### src/rtl/predictor_arbiter.sv
// Arbitrates the single predictor access point between fetch predictions and
// buffered commit feedback, with a starvation bound on the feedback side.
module predictor_arbiter #(
  parameter int unsigned ADDR_WIDTH       = 32,
  parameter int unsigned FIFO_DEPTH_WIDTH = 2,
  parameter int unsigned STARVE_LIMIT     = 4
) (
  input  logic                  Sys_clk,
  input  logic                  Sys_rst,
  input  logic                  Sys_rdy,
  input  logic                  IFPA_predict_req,
  input  logic [ADDR_WIDTH-1:0] IFPA_pc,
  output logic                  PAIF_predict_valid,
  output logic                  PAIF_predict_result,
  input  logic                  ROBPA_feedback_en,
  input  logic [ADDR_WIDTH-1:0] ROBPA_feedback_pc,
  input  logic                  ROBPA_branch_result,
  output logic                  PAROB_full,
  output logic                  PAPD_predict_en,
  output logic [ADDR_WIDTH-1:0] PAPD_pc,
  output logic                  PAPD_feedback_en,
  output logic [ADDR_WIDTH-1:0] PAPD_feedback_pc,
  output logic                  PAPD_branch_result,
  input  logic                  PDPA_predict_result
);

  localparam int unsigned Depth = 1 << FIFO_DEPTH_WIDTH;
  localparam int unsigned CntW  = FIFO_DEPTH_WIDTH + 1;
  localparam logic [CntW-1:0] DepthCnt = CntW'(Depth);
  localparam logic [3:0] StarveMax = 4'(STARVE_LIMIT);

  logic [ADDR_WIDTH-1:0] pc_mem  [Depth];
  logic                  res_mem [Depth];

  logic [FIFO_DEPTH_WIDTH-1:0] wr_ptr_q, wr_ptr_d;
  logic [FIFO_DEPTH_WIDTH-1:0] rd_ptr_q, rd_ptr_d;
  logic [CntW-1:0]             count_q, count_d;
  logic [3:0]                  starve_q, starve_d;
  logic                        valid_q, valid_d;
  logic                        result_q, result_d;

  logic empty, full, force_fb, predict_grant, feedback_grant, push, pop;

  always_comb begin
    empty    = (count_q == '0);
    full     = (count_q == DepthCnt);
    force_fb = (starve_q == StarveMax) && !empty;
    // Reset gates the enables so the predictor never sees a partial update.
    predict_grant  = Sys_rdy && !Sys_rst && IFPA_predict_req && !force_fb;
    feedback_grant = Sys_rdy && !Sys_rst && !empty && !predict_grant;
    push = Sys_rdy && ROBPA_feedback_en && !full;
    pop  = feedback_grant;
  end

  always_comb begin
    wr_ptr_d = wr_ptr_q;
    rd_ptr_d = rd_ptr_q;
    count_d  = count_q;
    starve_d = starve_q;
    if (push) wr_ptr_d = wr_ptr_q + FIFO_DEPTH_WIDTH'(1);
    if (pop)  rd_ptr_d = rd_ptr_q + FIFO_DEPTH_WIDTH'(1);
    if (push && !pop)      count_d = count_q + CntW'(1);
    else if (!push && pop) count_d = count_q - CntW'(1);
    if (Sys_rdy) begin
      if (empty || feedback_grant)  starve_d = '0;
      else if (starve_q < StarveMax) starve_d = starve_q + 4'd1;
    end
    valid_d  = predict_grant;
    result_d = predict_grant ? PDPA_predict_result : result_q;
  end

  always_ff @(posedge Sys_clk or posedge Sys_rst) begin
    if (Sys_rst) begin
      wr_ptr_q <= '0;
      rd_ptr_q <= '0;
      count_q  <= '0;
      starve_q <= '0;
      valid_q  <= 1'b0;
      result_q <= 1'b0;
    end else begin
      wr_ptr_q <= wr_ptr_d;
      rd_ptr_q <= rd_ptr_d;
      count_q  <= count_d;
      starve_q <= starve_d;
      valid_q  <= valid_d;
      result_q <= result_d;
    end
  end

  // Storage needs no reset: entries are only visible between the pointers.
  always_ff @(posedge Sys_clk) begin
    if (push) begin
      pc_mem[wr_ptr_q]  <= ROBPA_feedback_pc;
      res_mem[wr_ptr_q] <= ROBPA_branch_result;
    end
  end

  assign PAIF_predict_valid  = valid_q;
  assign PAIF_predict_result = result_q;
  assign PAROB_full          = full;
  assign PAPD_predict_en     = predict_grant;
  assign PAPD_pc             = IFPA_pc;
  assign PAPD_feedback_en    = feedback_grant;
  assign PAPD_feedback_pc    = pc_mem[rd_ptr_q];
  assign PAPD_branch_result  = res_mem[rd_ptr_q];

endmodule

### config.mk
export PLATFORM = sky130hd
export DESIGN_NAME = predictor_arbiter
export DESIGN_NICKNAME = d
export VERILOG_FILES = /design/src/rtl/predictor_arbiter.sv
export SDC_FILE = /design/constraint.sdc
export NUM_CORES = 1
export LEC_CHECK = 0
export ABC_AREA = 1
export CORE_UTILIZATION = 53
export CTS_CLUSTER_SIZE = 28
export DETAILED_ROUTE_END_ITERATION = 12
export GPL_TIMING_DRIVEN = 0
export PLACE_DENSITY = 0.88
export SYNTH_ARGS = -nofsm -noshare
export SYNTH_HDL_FRONTEND = slang
export SYNTH_SLANG_ARGS = --single-unit
### constraint.sdc
create_clock -name Sys_clk -period 4.9 [get_ports Sys_clk]
set_input_delay 0.98 -clock Sys_clk [delete_from_list [all_inputs] [get_ports Sys_clk]]
set_output_delay 0.98 -clock Sys_clk [all_outputs]
set_load 0.01 [all_outputs]
## Word-level counts from Yosys, hierarchy flattened

Memories as Yosys holds them, arrays and structs flattened.
Index checks and enable logic that the tools add are counted.

- Equality and inequality tests: 2
- Order comparisons: 1
- Divide/modulo/power cells: 0
- Multiply operators: 0
- Reduce and logical (&&, ||, !) cells: 22
- Shifts and indexed selects: 0
- Bitwise logic cells: 0
- Muxes and demuxes: 6
- Add/subtract/negate cells: 5

Operators by type and width:

| operator | count |
|---|---|
| $logic_and 1x1->1 | 10 |
| $mux 4 | 2 |
| $logic_not 1->1 | 7 |
| $mux 3 | 2 |
| $add 2x1->2 const B | 2 |
| $add 4x1->4 const B | 1 |
| $eq 4x3->1 const B | 1 |
| $lt 4x3->1 const B | 1 |
| $reduce_bool 2->1 | 2 |
| $add 3x1->3 const B | 1 |
| $eq 3x3->1 const B | 1 |
| $logic_not 3->1 | 1 |
| $sub 3x1->3 const B | 1 |
| $mux 1 | 2 |
| $reduce_and 2->1 | 1 |
| $logic_or 1x1->1 | 1 |

- Bits in latches: 0
- Memories kept: 2
- Bits in writable memories: 132
- Bits in read-only memories: 0
- Flip-flop bits (word level): 13
- Output and inout bits: 70

Memory list:

| name | depth | bits a word | read ports | clocked after memory_dff | write ports | line | RTL |
|---|---|---|---|---|---|---|---|
| pc_mem | 4 | 32 | 1 | 0 | 1 | 32 | `logic [ADDR_WIDTH-1:0] pc_mem [Depth];` |
| res_mem | 4 | 1 | 1 | 0 | 1 | 33 | `logic res_mem [Depth];` |

## Depth between registers and ports, before layout

- Word-level depth: 10
- Depth in mapped cells: 14

## Least setup slack after synthesis

Ideal clock, no wire load.

- Path type: input-to-reg
- Start point: in Sys_rdy
- End point: mem pc_mem[0][0], enable pin
- Buffers on the path: 0
- Cell stages on the path: 4
- Arrival time: 2.782 ns
- Setup slack: 1.694 ns
- Required time: 4.477 ns
- Cell sequence: nand2_1 nor2_1 inv_1 nor2_1

- Longest elaborated chain between the ends: 4

Ends and longest elaborated chain:

| what | line | RTL |
|---|---|---|
| start: declaration | 10 | `input logic Sys_rdy,` |
| $logic_and 1x1->1 (2 in a row) | 51 | `push = Sys_rdy && ROBPA_feedback_en && !full;` |
| net push | 42 | `logic empty, full, force_fb, predict_grant, feedback_grant, push, pop;` |
| $mux 1 | 92 | `if (push) begin` |
| $mux 1 (not written as such) | 93 | `pc_mem[wr_ptr_q] <= ROBPA_feedback_pc;` |
| end: declaration | 32 |  |

The timed path passes the listed nets, and every way through them passes these cells.

## Worst setup path in the final report

- Start point: in Sys_rst
- End point: out PAPD_feedback_en

- Longest elaborated chain between the ends: 6
- Elaborated cells between the ends (all ways): 7
- Classes of those cells: reduce/logical: 7

Ends and longest elaborated chain:

| what | line | RTL |
|---|---|---|
| start: declaration | 9 | `input logic Sys_rst,` |
| $logic_not 1->1 (no source line) * | - |  |
| $logic_and 1x1->1 * | 49, 50 |  |
| $logic_and 1x1->1 (2 in a row) | 49 | `predict_grant = Sys_rdy && !Sys_rst && IFPA_predict_req && !force_fb;` |
| $logic_not 1->1 | 50 | `feedback_grant = Sys_rdy && !Sys_rst && !empty && !predict_grant;` |
| $logic_and 1x1->1 * | 50 |  |
| end: declaration | 21 | `output logic PAPD_feedback_en,` |

Mark *: on every way between the ends. The rest lies on a longest branch, timed or not.

==> summary.txt <==
FLOORPLAN
--------------------------------------------------------------------------------------------------------
Die Outline Area                                                                             0.01140 mm²
Core box area                                                                                0.01046 mm²
Die X                                                                                           106.8 µm
Site Rows                                                                                             37
Number of I/O pins                                                                                   141
Initial Util                                                                                      55.60%
Die Span Y                                                                                      106.8 µm

WORST HOLD PATH
--------------------------------------------------------------------------------------------------------
Hold Crit Endpoint                                                                          PAIF_predict_result
Number of cells on the worst hold path                                                                 2
Worst min-delay path startpoint                                                             PAIF_predict_result
Worst hold-check path type                                                                  register to register

WORST SETUP PATH
--------------------------------------------------------------------------------------------------------
Critical R2R Capture                                                                        pc_mem[1][30]
Sort of element at the start of the critical path                                             input port
Type of the worst setup path                                                                input port to output pin
Worst EP arrival                                                                                 2.95 ns
Worst reg-to-reg setup slack                                                                     2.76 ns
R2R depth                                                                                              6
Required time at the worst-slack endpoint                                                        3.92 ns
Reg-to-reg critical path startpoint                                                           count_q[2]
Chain of cells forming the critical path                                                    clkdlybuf4s50_1, inv_1, nand2_1, nor2_1, nand2_2, inv_1, clkdlybuf4s50_1
Crit path max-delay family                                                                  buffers and inverters
Slowest stage delay, CP                                                                          0.54 ns
Kind of end point of the critical path                                                        output pin
Largest fanout on the critical path                                                                   14
Master of the slowest instance on the critical path                                         sky130_fd_sc_hd__clkdlybuf4s50_1
Number of buffer and inverter stages on the critical path                                              4

ROUTE
--------------------------------------------------------------------------------------------------------
Residual DRC count                                                                                     0
Overall via count from detail_route                                                                 4017
Number of detailed-route iterations in the first pass                                                  5
Per-cell routed wire length                                                                     18.24 µm
Detail Route Antenna Nets                                                                              0
Wire length after detailed routing                                                              13170 µm
First-iteration detailed-routing DRC count                                                           325
Via density per instance                                                                           5.564

POWER
--------------------------------------------------------------------------------------------------------
Power Internal                                                                                  2.938 mW
Power share of the clock group                                                                     28.5%
Switching part of the total power                                                                 33.44%
Max IR drop VDD                                                                                0.3392 mV
Switching pwr                                                                                   1.476 mW
Reg power frac                                                                                     35.8%
Total design power                                                                              4.414 mW
Share of power burned in combinational logic                                                       35.6%
Pwr Density                                                                                 566.0 mW/mm²
Total leakage power                                                                             2.819 nW

STA
--------------------------------------------------------------------------------------------------------
Slew of the pin with the lowest slew margin                                                    0.5797 ns
Final hold violation count                                                                             0
Post-route setup slack                                                                         0.9665 ns
Setup tns final                                                                                     0 ns
Worst-case headroom to the max-slew limit                                                         61.26%
Max frequency                                                                                  254.2 MHz
Setup repair after global routing missed its margin                                                false
Post-layout minimum cycle time                                                                  3.933 ns
Max Slew Vio Count                                                                                     0
Worst Clk Skew                                                                               0.004710 ns
Crit share post-route                                                                             80.28%
Final setup viols                                                                                      0

CELLS AND AREA
--------------------------------------------------------------------------------------------------------
Fillcell total                                                                                       599
Number of diodes                                                                                       0
Combined area of the multi-input logic cells                                                0.001152 mm²
Final Util                                                                                        74.54%
Relative area change from synthesis to final layout                                               34.07%
Share of cells above drive strength 1                                                             13.48%
Area taken by flip-flops and latches                                                        0.004289 mm²
Number of nets in the final layout                                                                   652
Fin cells                                                                                            722

PLACE
--------------------------------------------------------------------------------------------------------
Worst Setup Slack post-DPL                                                                     0.9362 ns
Routability-driven placement congestion ratio                                                     0.7794
Count of buffers from port buffering                                                                 108
Placed Cells incl. Taps                                                                              690
HPWL after DPL                                                                                   8509 µm

LOGIC SYNTHESIS
--------------------------------------------------------------------------------------------------------
Synthesized Nets                                                                                     521
Async SR Flop Fraction                                                                            8.966%
Yosys top cell area share                                                                         68.14%
Cell taking the most area after synthesis                                                   sky130_fd_sc_hd__edfxtp_1
Most instantiated cells after synthesis                                                     sky130_fd_sc_hd__edfxtp_1, sky130_fd_sc_hd__nor2_1, sky130_fd_sc_hd__o21ai_0
Sequential share of the synthesized area                                                          73.74%
Synthesized area per cell                                                                      13.16 µm²
Main flop type after synthesis                                                              sky130_fd_sc_hd__edfxtp_1
Post-synth EDFFs                                                                                     132
Count of distinct cell types in the synthesized netlist                                               19
Synthesized area                                                                            0.005817 mm²
Biggest area contributors in the synthesized netlist                                        sky130_fd_sc_hd__edfxtp_1, sky130_fd_sc_hd__o21ai_0, sky130_fd_sc_hd__dfrtp_1
Instance count of the mapped netlist                                                                 442
Dominant cell by count in the synthesized netlist                                           sky130_fd_sc_hd__edfxtp_1
Flops & latches, synth                                                                               145
Syn. warnings                                                                                          0

CLOCK NETWORK
--------------------------------------------------------------------------------------------------------
Hold buffers post-CTS                                                                                  0
Clk Latency, worst-skew pair                                                                     0.52 ns
H-tree level count                                                                                     4
Longest Clk Path Bufs                                                                                  2
Post-CTS clock slew at the launch and capture registers of the worst setup and hold paths        0.06 ns
Post-cts sizing count                                                                                  0
Root buffer cell                                                                            sky130_fd_sc_hd__clkbuf_8
Sinks on Clock Net                                                                                   145
Post-CTS Repair Setup Buffers                                                                          0
TritonCTS clock tree                                                                                done
Number of buffers added by the clock tree synthesis step                                              17

GLOBAL ROUTE
--------------------------------------------------------------------------------------------------------
Maximum number of pins on one net before global-route repair                                          22
Number of global-route vias before repair                                                           3961
Wire length of the first global-routing pass                                                    19890 µm
Initial antenna violation count                                                                        0
Total congestion overflow after global routing                                                         0
Total global routing track utilization                                                            24.00%

STATUS
--------------------------------------------------------------------------------------------------------
Run status                                                                                     completed

JOB
--------------------------------------------------------------------------------------------------------
Max cap viols                                                                                          0

## registers in the layout (all words and copies together) (netlist names)
signal	flops
pc_mem	128
starve_q	4
count_q	3
PAIF_predict_result	1
rd_ptr_q	2
PAIF_predict_valid	1
res_mem	4
wr_ptr_q	2
## layout by cell type (no fill, tap or decap), drive strengths merged, types with 3 or more instances in the layout
master,count
a21oi,3
buf,42
clkbuf,31
clkdlybuf4s50,108
clkinv,5
dfrtp,13
edfxtp,132
ha,7
inv,28
nand2,20
nand4,3
nor2,82
o21ai,67
o22ai,33
xor2,4
## worst max path at each step
stage,start,endpoint,depth (start not counted)
finish,Sys_rst,PAPD_feedback_en,7
global placement,Sys_rdy,pc_mem[3][17],5
CTS,Sys_rst,PAPD_feedback_en,7
global route,Sys_rst,PAPD_feedback_en,7
floorplan,Sys_rdy,pc_mem[0][0],4
detailed placement,Sys_rst,PAPD_feedback_en,7
## stage by stage
step	cell area, µm²	hold WS, ns
after CTS	7799	0.5158
after global placement	7068	0.4658
after detailed placement	7208	0.4932
after floorplan	5817	0.4750
after global routing	7799	0.5521
final	7799	0.5080
## power by group through the flow
stage	clock (mW)	combinational, mW	sequential [mW]
floorplan	0	0.775	1.59
global placement	0	1.45	1.61
detailed placement	0	1.54	1.60
CTS	1.27	1.57	1.58
global route	1.32	1.70	1.60
finish	1.26	1.57	1.58
## worst register-to-register path: stages (launching register included)
cell and delay [ns]:
sky130_fd_sc_hd__dfrtp_1 0.37, sky130_fd_sc_hd__inv_1 0.10, sky130_fd_sc_hd__nor3_1 0.07, sky130_fd_sc_hd__nor2_1 0.28, sky130_fd_sc_hd__inv_1 0.26, sky130_fd_sc_hd__nor2_4 0.52, sky130_fd_sc_hd__buf_16 0.24
## per-layer routing
metal / share of wire (%) / vias up / track usage, % / wire length [µm]
li1: - / 1820 / - / -
met1: 37 / 1937 / 27.08 / 4845
met2: 52 / 237 / 42.21 / 6854
met3: 9.5 / 23 / 7.416 / 1247
met4: 1.7 / 0 / 9.883 / 223
met5: 0 / - / 0 / 0
## layout make-up
type,count,area share [%]
timing repair buffer,112,15.27
sequential,145,55.00
multi-input combinational,223,14.78
clock inverter,15,2.262
buffer,52,4.139
tap,136,2.182
inverter,22,1.059
clock buffer,17,5.310
## kinds of logic after synthesis
logic type      count (synthesis)  synth area share, %
flops                         145                73.74
simple gates                  107                7.120
compound gates                103                9.572
buf+inv                        74                6.969
fa+ha+maj                       8                1.850
xor+xnor                        5               0.7528
No activity file was read; power rests on OpenSTA's default activity.
